--- config.mk ---
export PLATFORM = sky130hd
export DESIGN_NAME = rns2bin_mrc_seq_32_17_13_11
export DESIGN_NICKNAME = d
export VERILOG_FILES = /design/src/rtl/rns_32_17_13_11_pkg.sv /design/src/rtl/rns2bin_mrc_seq_32_17_13_11_mod_sub_mul.sv /design/src/rtl/rns2bin_mrc_seq_32_17_13_11.sv
export SDC_FILE = /design/constraint.sdc
export NUM_CORES = 1
export LEC_CHECK = 0
export ABC_CLOCK_PERIOD_IN_PS = 15200
export CAP_MARGIN = 20
export CORE_MARGIN = 1
export CORE_UTILIZATION = 55
export DETAILED_ROUTE_END_ITERATION = 6
export PLACE_DENSITY = 0.73
export RECOVER_POWER = 100
export SLEW_MARGIN = 20
export SYNTH_ARGS = -nofsm -noshare
export SYNTH_HDL_FRONTEND = slang
export SYNTH_SLANG_ARGS = --single-unit
--- constraint.sdc ---
create_clock -name clk -period 15.2 [get_ports clk]
set_clock_uncertainty 0.1 [all_clocks]
set_input_delay 2.28 -clock clk [delete_from_list [all_inputs] [get_ports clk]]
set_output_delay 2.28 -clock clk [all_outputs]
set_load 0.02 [all_outputs]
--- src/rtl/rns_32_17_13_11_pkg.sv ---
// Shared constants for the (32,17,13,11) RNS set: moduli, MRC inverses, mixed-radix weights, FSM states.
package rns_32_17_13_11_pkg;
  localparam int M0 = 32;
  localparam int M1 = 17;
  localparam int M2 = 13;
  localparam int M3 = 11;
  localparam int M_TOTAL = 77792;

  localparam int W0 = 5;
  localparam int W1 = 5;
  localparam int W2 = 4;
  localparam int W3 = 4;

  // INV_jk = (m_k)^-1 mod m_j
  localparam int INV_10 = 8;
  localparam int INV_20 = 11;
  localparam int INV_30 = 10;
  localparam int INV_21 = 10;
  localparam int INV_31 = 2;
  localparam int INV_32 = 6;

  localparam int WT1 = 32;
  localparam int WT2 = 544;
  localparam int WT3 = 7072;

  typedef enum logic [2:0] {IDLE, D1, D2, D3, ACC, OUT} state_e;
endpackage

--- src/rtl/rns2bin_mrc_seq_32_17_13_11_mod_sub_mul.sv ---
// Combinational ((a - b mod M) * C) mod M; both operands are folded into [0,M) first.
module mod_sub_mul #(
  parameter int M  = 17,
  parameter int C  = 8,
  parameter int AW = 5,
  parameter int BW = 5,
  parameter int OW = 5
) (
  input  logic [AW-1:0] a,
  input  logic [BW-1:0] b,
  output logic [OW-1:0] y
);
  logic [7:0] ar, br, d, p, pm;

  // Folding a as well keeps the product within 8 bits even for illegal residues.
  always_comb begin
    ar = 8'(a) % 8'(M);
    br = 8'(b) % 8'(M);
    d  = (ar >= br) ? (ar - br) : (ar + 8'(M) - br);
    p  = d * 8'(C);
    pm = p % 8'(M);
    y  = OW'(pm);
  end
endmodule

--- src/rtl/rns2bin_mrc_seq_32_17_13_11.sv ---
// Sequential MRC decoder: one mixed-radix digit resolved per cycle, result held until consumed.
module rns2bin_mrc_seq_32_17_13_11
  import rns_32_17_13_11_pkg::*;
#(
  parameter int DYN_SIZE = 16,
  parameter int MAX_MOD  = 5
) (
  input  logic                clk,
  input  logic                reset,
  input  logic                in_valid,
  output logic                in_ready,
  input  logic [MAX_MOD-1:0]  x0,
  input  logic [W1-1:0]       x1,
  input  logic [W2-1:0]       x2,
  input  logic [W3-1:0]       x3,
  output logic                out_valid,
  input  logic                out_ready,
  output logic [DYN_SIZE:0]   N_out,
  output logic                err
);
  state_e state_q, state_d;
  logic [W0-1:0] r0_q;
  logic [W1-1:0] r1_q, d1_r1;
  logic [W2-1:0] r2_q, d1_r2, d2_r2;
  logic [W3-1:0] r3_q, d1_r3, d2_r3, d3_r3;
  logic          err_q, err_out_q;
  logic [DYN_SIZE:0] n_q, n_sum;

  mod_sub_mul #(.M(M1), .C(INV_10), .AW(W1), .BW(W0), .OW(W1)) u_d1_1 (.a(r1_q), .b(r0_q), .y(d1_r1));
  mod_sub_mul #(.M(M2), .C(INV_20), .AW(W2), .BW(W0), .OW(W2)) u_d1_2 (.a(r2_q), .b(r0_q), .y(d1_r2));
  mod_sub_mul #(.M(M3), .C(INV_30), .AW(W3), .BW(W0), .OW(W3)) u_d1_3 (.a(r3_q), .b(r0_q), .y(d1_r3));
  mod_sub_mul #(.M(M2), .C(INV_21), .AW(W2), .BW(W1), .OW(W2)) u_d2_2 (.a(r2_q), .b(r1_q), .y(d2_r2));
  mod_sub_mul #(.M(M3), .C(INV_31), .AW(W3), .BW(W1), .OW(W3)) u_d2_3 (.a(r3_q), .b(r1_q), .y(d2_r3));
  mod_sub_mul #(.M(M3), .C(INV_32), .AW(W3), .BW(W2), .OW(W3)) u_d3_3 (.a(r3_q), .b(r2_q), .y(d3_r3));

  // Digits stay in place once resolved: a0=r0, a1=r1 after D1, a2=r2 after D2, a3=r3 after D3.
  assign n_sum = (DYN_SIZE+1)'(r0_q)
               + (DYN_SIZE+1)'(r1_q) * (DYN_SIZE+1)'(WT1)
               + (DYN_SIZE+1)'(r2_q) * (DYN_SIZE+1)'(WT2)
               + (DYN_SIZE+1)'(r3_q) * (DYN_SIZE+1)'(WT3);

  always_ff @(posedge clk or negedge reset) begin
    if (!reset) state_q <= IDLE;
    else        state_q <= state_d;
  end

  always_comb begin
    state_d = state_q;
    case (state_q)
      IDLE:    if (in_valid) state_d = D1;
      D1:      state_d = D2;
      D2:      state_d = D3;
      D3:      state_d = ACC;
      ACC:     state_d = OUT;
      OUT:     if (out_ready) state_d = IDLE;
      default: state_d = IDLE;
    endcase
  end

  always_ff @(posedge clk or negedge reset) begin
    if (!reset) begin
      r0_q      <= '0;
      r1_q      <= '0;
      r2_q      <= '0;
      r3_q      <= '0;
      err_q     <= 1'b0;
      err_out_q <= 1'b0;
      n_q       <= '0;
    end else begin
      case (state_q)
        IDLE: if (in_valid) begin
          r0_q  <= x0;
          r1_q  <= x1;
          r2_q  <= x2;
          r3_q  <= x3;
          err_q <= (x1 > W1'(16)) | (x2 > W2'(12)) | (x3 > W3'(10));
        end
        D1: begin
          r1_q <= d1_r1;
          r2_q <= d1_r2;
          r3_q <= d1_r3;
        end
        D2: begin
          r2_q <= d2_r2;
          r3_q <= d2_r3;
        end
        D3:  r3_q <= d3_r3;
        ACC: begin
          n_q       <= err_q ? '0 : n_sum;
          err_out_q <= err_q;
        end
        default: ;
      endcase
    end
  end

  assign in_ready  = (state_q == IDLE);
  assign out_valid = (state_q == OUT);
  assign N_out     = n_q;
  assign err       = err_out_q;
endmodule

==> results of run 1 <==
Yosys cell counts (all sizes together) (8+ instances only):
master,instances
o31ai,14
nor2,115
o22ai,16
nor3,28
clkbuf,34
a211oi,16
inv,124
a22o,9
or2,12
nand3,23
nor2b,21
mux2,17
o21bai,13
o211ai,10
a21o,64
fa,29
xnor2,90
nand2b,24
or3,8
xor2,38
a21oi,111
o21a,12
dfrtp,40
buf,9
ha,182
o21ai,86
and2,18
a31oi,15
mux2i,31
nand4,10
nand2,103
cell type report:
cell class	instances	area, sq um	share of cell area [%]
Clock buffer	5	125.1	1.054
Timing Repair Buffer	44	422.9	3.564
Clock inverter	3	42.54	0.3585
Inverter	126	473.0	3.986
Tap cell	265	331.6	2.794
Multi-Input combinational cell	1233	9470	79.81
Sequential cell	40	1001	8.435
metal layers:
metal	GRT usage, %	vias up
met5	0	-
met4	8.033	0
met3	2.417	50
met2	47.39	286
met1	37.74	4819
li1	-	5192
kinds of logic (layout without fill, tap and decap cells):
family          Yosys count  in the layout  share of synthesized area [%]
compound gates          439            439                          26.61
xor+xnor                130            130                          10.49
fa+ha+maj               213            213                          25.88
buf+inv                 169            178                          5.941
flops                    40             40                          9.002
mux                      48             48                          4.512
other cells               2              7                        0.06754
simple gates            396            396                          17.50
per-stage QoR:
step	setup slack (ns)	instance area [sq um]
2_1_floorplan	5.079	11140
3_3_place_gp	4.230	11710
3_5_place_dp	3.783	11710
4_1_cts	3.698	11880
5_1_grt	2.162	11870
6_report	3.227	11870
flip-flops by register name (all words and copies together), names as in the netlist:
register,flops
N_out,17
r0_q,5
r1_q,5
r2_q,4
r3_q,4
state_q,3
err,1
err_q,1
path summary, 6_finish.rpt:
path / cells past startpoint / slack, ns / to / from
worst min-delay path: 2 / 0.38 / N_out[8] / N_out[8]
min in group asynchronous: 1 / 2.61 / N_out[16] / reset
worst max register to register: 48 / 3.23 / r2_q[1] / r0_q[0]
worst max-delay path: 48 / 3.23 / r2_q[1] / r0_q[0]
max in group asynchronous: 1 / 11.00 / r0_q[1] / reset
worst min register to register: 2 / 0.38 / N_out[8] / N_out[8]
critical path, delay by kind of cell (launching register included):
kind                     cells  cell delay, ns
AO/OA/AOI/OAI               16            3.43
flip-flops                   1            0.54
buffers and inverters        5            0.71
AND/OR/NAND/NOR             14            3.32
XOR/XNOR                     3            0.70
adder cells (fa/ha/maj)      8            2.48
multiplexers                 2            0.62
==> impl_results.md, run 1 <==
* Post-synth top area cell: ha_1
* Pins over their slew limit at 41
* Top FF cell, synth: dfrtp_1
* CP arrival at 12.11 ns
* Core Area at 0.01965 sq mm
* DP Cell Count at 1,708
* H-tree depth at 2
* Top post-synthesis cells by area: ha_1 20%, dfrtp_1 9.0%, xnor2_1 7.1%
* TritonCTS Sinks at 40
* WL met3 at 1.418 mm
* Crit Path Class: flop to flop
* Detailed Route WL at 28.01 mm
* Period utilization at 78.77%
* Post-Route Utilization at 60.38%
* Synthesized cell area at 0.01112 sq mm
* Synth unique cells at 93
* RSZ-0062 raised after global routing: false
* GRT overflow at 0
* Root Buffer: clkbuf_16
* Worst hold-check path type: flop to flop
* ANT nets after route at 0
* # fillers at 1,847
* Area grow syn2layout at 6.718%
* Post-CTS Resized at 0
* DIE AREA at 0.02079 sq mm
* Final Hold Fails at 0
* Metal2 WL at 12.84 mm
* Global placer's final weighted congestion at 0.9686
* Most used cell, CP: ha_1
* M1 WL at 13.11 mm
* Number of synthesized register bits at 40
* EDFF count, synth at 0
* Post-DR wirelength/cell at 16.32 um
* Vias at 10,350
* Post-Syn Area per Cell at 7.738 sq um
* PortBufs at 41
* Standard-cell rows at 51
* Slew Limit Headroom at -61.81%
* Later-pin clock latency in the skew report at 0.31 ns
* Die span in y at 144.2 um
* Worst path max stage delay at 0.57 ns
* Fin Hold WS at 0.3796 ns
* Slew at the pin closest to its max-slew limit at 2.427 ns
* Max-cap violations at 1
* Initial Util at 56.58%
* Final nets at 1,683
* Largest net degree at the start of global routing at 41
* First-pass GRT wire length at 46.76 mm
* Failing checks: capacitance limit, slew limit
* CP Max Fanout at 12
* Run status: complete, but fails checks
* Drc violations at 0
* Critical path endpoint category: flop
* Worst Path Required at 15.33 ns
* Commonest non-fill, non-tap cell in the layout: ha_1
* Hold_buf cts at 0
* Synthesis Warnings at 0
* Fin cells at 1,716
* Fmax at 0.08352 GHz
* Clock-pin slew on the worst setup and hold paths at 0.07 ns
* Top cell type's share of synthesized area at 20.48%
* Clk buf depth at 2
* Num ports at 42
* CP max stage cell: or4_4
* Cells after Synth at 1,437
* Ant. Diodes at 0
* TritonCTS clock tree: done
* Vias in the first global route at 9,789
* Via density per instance at 6.030
* Die W at 144.2 um
* Async SR Flop Fraction at 100.0%
* Num CTS Buffers at 5
* Hpwl dp at 22.59 mm
* Total GRT Usage at 27.97%
* Top layer in use: met4
* Fin crit period at 11.97 ns
* Initial DRC Count at 593
* Commonest cells after routing, fill and taps aside: 182 x ha_1, 124 x inv_1, 115 x nor2_1
* Setup bufs post-CTS at 0
* Final setup violation count at 0
* Sequential fraction of the synthesis area at 9.002%
* Router iterations before antenna repair at 5
* Post-route setup TNS at 0 ns
* Layout cell share with drive strength beyond 1 at 3.928%
* Startpoint types: flop
* Initial antenna violation count at 0
Power of run 1 is not shown: default switching activity piles up to over one toggle a cycle in this logic, so the estimate is an artifact.
==> run 2, diff against run 1 <==
--- a/config.mk
+++ b/config.mk
@@ -5,12 +5,12 @@
 export SDC_FILE = /design/constraint.sdc
 export NUM_CORES = 1
 export LEC_CHECK = 0
-export ABC_CLOCK_PERIOD_IN_PS = 15200
+export ABC_CLOCK_PERIOD_IN_PS = 9800
 export CAP_MARGIN = 20
 export CORE_MARGIN = 1
 export CORE_UTILIZATION = 55
 export DETAILED_ROUTE_END_ITERATION = 6
-export PLACE_DENSITY = 0.73
+export PLACE_DENSITY = 0.76
 export RECOVER_POWER = 100
 export SLEW_MARGIN = 20
 export SYNTH_ARGS = -nofsm -noshare
==> constraint.sdc (replaced) <==
create_clock -name clk -period 9.8 [get_ports clk]
set_clock_uncertainty 0.1 [all_clocks]
set_input_delay 1.47 -clock clk [delete_from_list [all_inputs] [get_ports clk]]
set_output_delay 1.47 -clock clk [all_outputs]
set_load 0.02 [all_outputs]
==> run 2 against run 1 <==
Against the previous run: the flow still finishes with violations (capacitance limit, slew limit); final area increased by 8.3%; flip-flop and latch count unchanged; core utilization increased by 5.0 points; critical path depth increased by 1.
==> impl_results.md, run 2 (same netlist as run 1, synthesis figures left out) <==
* Run status: complete, but fails checks
* Failing checks: capacitance limit, slew limit
* Standard-cell rows at 51 (unchanged)
* Hold path start: N_out[6]
* Crit Path Class: flop to flop
* Final setup violation count at 0 (unchanged)
* Worst hold endpoint: N_out[6]
* Num CTS Buffers at 5 (unchanged)
* ANT nets after route at 0 (unchanged)
* Most used cell, CP: buf_4
* Critical path endpoint category: flop
* Post-Route Utilization at 65.38% (+5.0 points)
* Pins over their slew limit at 41 (unchanged)
* Die W at 144.2 um (unchanged)
* Worst Path Required at 9.93 ns (-5.40 ns)
* CP max stage cell: or4_4
* Hpwl dp at 23.20 mm (+2.7%)
* Post-route setup TNS at 0 ns (unchanged)
* Largest net degree at the start of global routing at 41 (unchanged)
* Clk buf depth at 2 (unchanged)
* Hold path cells at 2 (unchanged)
* TritonCTS clock tree: done
* Post-DR wirelength/cell at 16.56 um (+1.5%)
* CP Max Fanout at 6 (-6)
* Buf+Inv Stages, Crit Path at 6 (+1)
* Period utilization at 97.07% (+18 points)
* Hold_buf cts at 0 (unchanged)
* PortBufs at 41 (unchanged)
* Slew at the pin closest to its max-slew limit at 2.358 ns (-0.06943 ns)
* Max-cap violations at 1 (unchanged)
* Global placer's final weighted congestion at 0.9579 (-1.1%)
* GRT overflow at 0 (unchanged)
* Drc violations at 0 (unchanged)
* DIE AREA at 0.02079 sq mm (unchanged)
* Fmax at 0.1051 GHz (+26%)
* Area grow syn2layout at 15.56%
* Total GRT Usage at 28.75% (+0.79 points)
* Later-pin clock latency in the skew report at 0.30 ns (about the same)
* Fin Hold WS at 0.3754 ns (-0.004202 ns)
* Area after DPL at 0.01219 sq mm (+4.1%)
* Reg2Reg Setup Slack at 0.29 ns (-2.94 ns)
* Detailed Route WL at 29.93 mm (+6.9%)
* Core Area at 0.01965 sq mm (unchanged)
* Clock-pin slew on the worst setup and hold paths at 0.07 ns (about the same)
* Commonest non-fill, non-tap cell in the layout: ha_1
* Initial DRC Count at 667 (+12%)
* Initial antenna violation count at 0 (unchanged)
* Final nets at 1,774 (+5.4%)
* H-tree depth at 2 (unchanged)
* Die span in y at 144.2 um (unchanged)
* Worst r2r src: r0_q[1]
* Layout cell share with drive strength beyond 1 at 13.36% (+9.4 points)
* Worst reg2reg path endpoint: r2_q[1]
* Ant. Diodes at 0 (unchanged)
* Slew Limit Headroom at -57.18% (+4.6 points)
* Worst hold-check path type: flop to flop
* Initial Util at 56.58% (unchanged)
* CP arrival at 9.64 ns (-2.47 ns)
* TritonCTS Sinks at 40 (unchanged)
* # fillers at 1,683 (-8.9%)
* Final Hold Fails at 0 (unchanged)
* Commonest cells after routing, fill and taps aside: 172 x ha_1, 123 x inv_1, 110 x nor2_1
* Max FFs per register at 17 (unchanged)
* CP delay by family, top: simple AND/OR/NAND/NOR gates
* Root Buffer: clkbuf_16
* First-pass GRT wire length at 48.40 mm (+3.5%)
* Final design area excluding fillers at 0.01285 sq mm (+8.3%)
* Startpoint types: flop
* Worst path max stage delay at 0.54 ns (-0.03 ns)
* Num ports at 42 (unchanged)
* Vias at 10,930 (+5.6%)
* Fin crit period at 9.513 ns (-2.460 ns)
* R2R depth at 49 (+2.1%)
* Vias in the first global route at 10,320 (+5.4%)
* Via density per instance at 6.046 (+0.28%)
* Router iterations before antenna repair at 5 (unchanged)
run 2: what timing repair did:
item                                    4_1_cts  5_1_grt
endpoints found under the setup margin        3        7
gates resized for setup                       5       65
gates cloned                                  0        1
buffers inserted                              1       29
pin swaps                                     1       26
run 2: worst register-to-register path, delay by kind of cell (launching register included):
kind | cells | cell delay, ns
AOI/OAI and AO/OA | 16 | 2.26
DFF | 1 | 0.45
muxes | 2 | 0.56
buffers and inverters | 6 | 0.70
adders and majority gates | 7 | 1.84
and+or+nand+nor | 14 | 2.69
xor gates and xnor gates | 4 | 0.87
run 2: routing by layer:
metal | vias up | track usage, % | wire length (um)
li1 | 5377 | - | -
met1 | 5129 | 38.51 | 13710
met5 | - | 0 | 0
met4 | 0 | 9.197 | 773
met3 | 63 | 3.079 | 1585
met2 | 357 | 48.21 | 13860
run 2: worst max path at each step:
stage               slack (ns)  depth (start not counted)     from      end
CTS                       0.01                         46  r0_q[1]  r2_q[1]
global placement          0.12                         46  r0_q[0]  r2_q[1]
global route             -0.15                         52  r0_q[1]  r2_q[1]
finish                    0.29                         49  r0_q[1]  r2_q[1]
floorplan                 0.03                         50  r0_q[2]  r2_q[1]
detailed placement       -0.13                         46  r0_q[0]  r2_q[1]
run 2: through the flow:
stage,std cells,worst slack (ns)
3_3_place_gp,1768,0.1168
2_1_floorplan,1442,0.03232
6_report,1807,0.2873
5_1_grt,1807,-0.1523
4_1_cts,1777,0.009569
3_5_place_dp,1768,-0.1251
run 2: area by class of cell:
class / count / area (sq um) / area share [%]
clock buffers: 5 / 125.1 / 0.9737
clock inverters: 3 / 42.54 / 0.3311
inverters: 126 / 474.2 / 3.690
multi-input cells: 1234 / 9774 / 76.07
flip-flops and latches: 40 / 1003 / 7.809
well taps: 265 / 331.6 / 2.580
repair buffers: 134 / 1099 / 8.549
Power of run 2 is left out for the same reason.
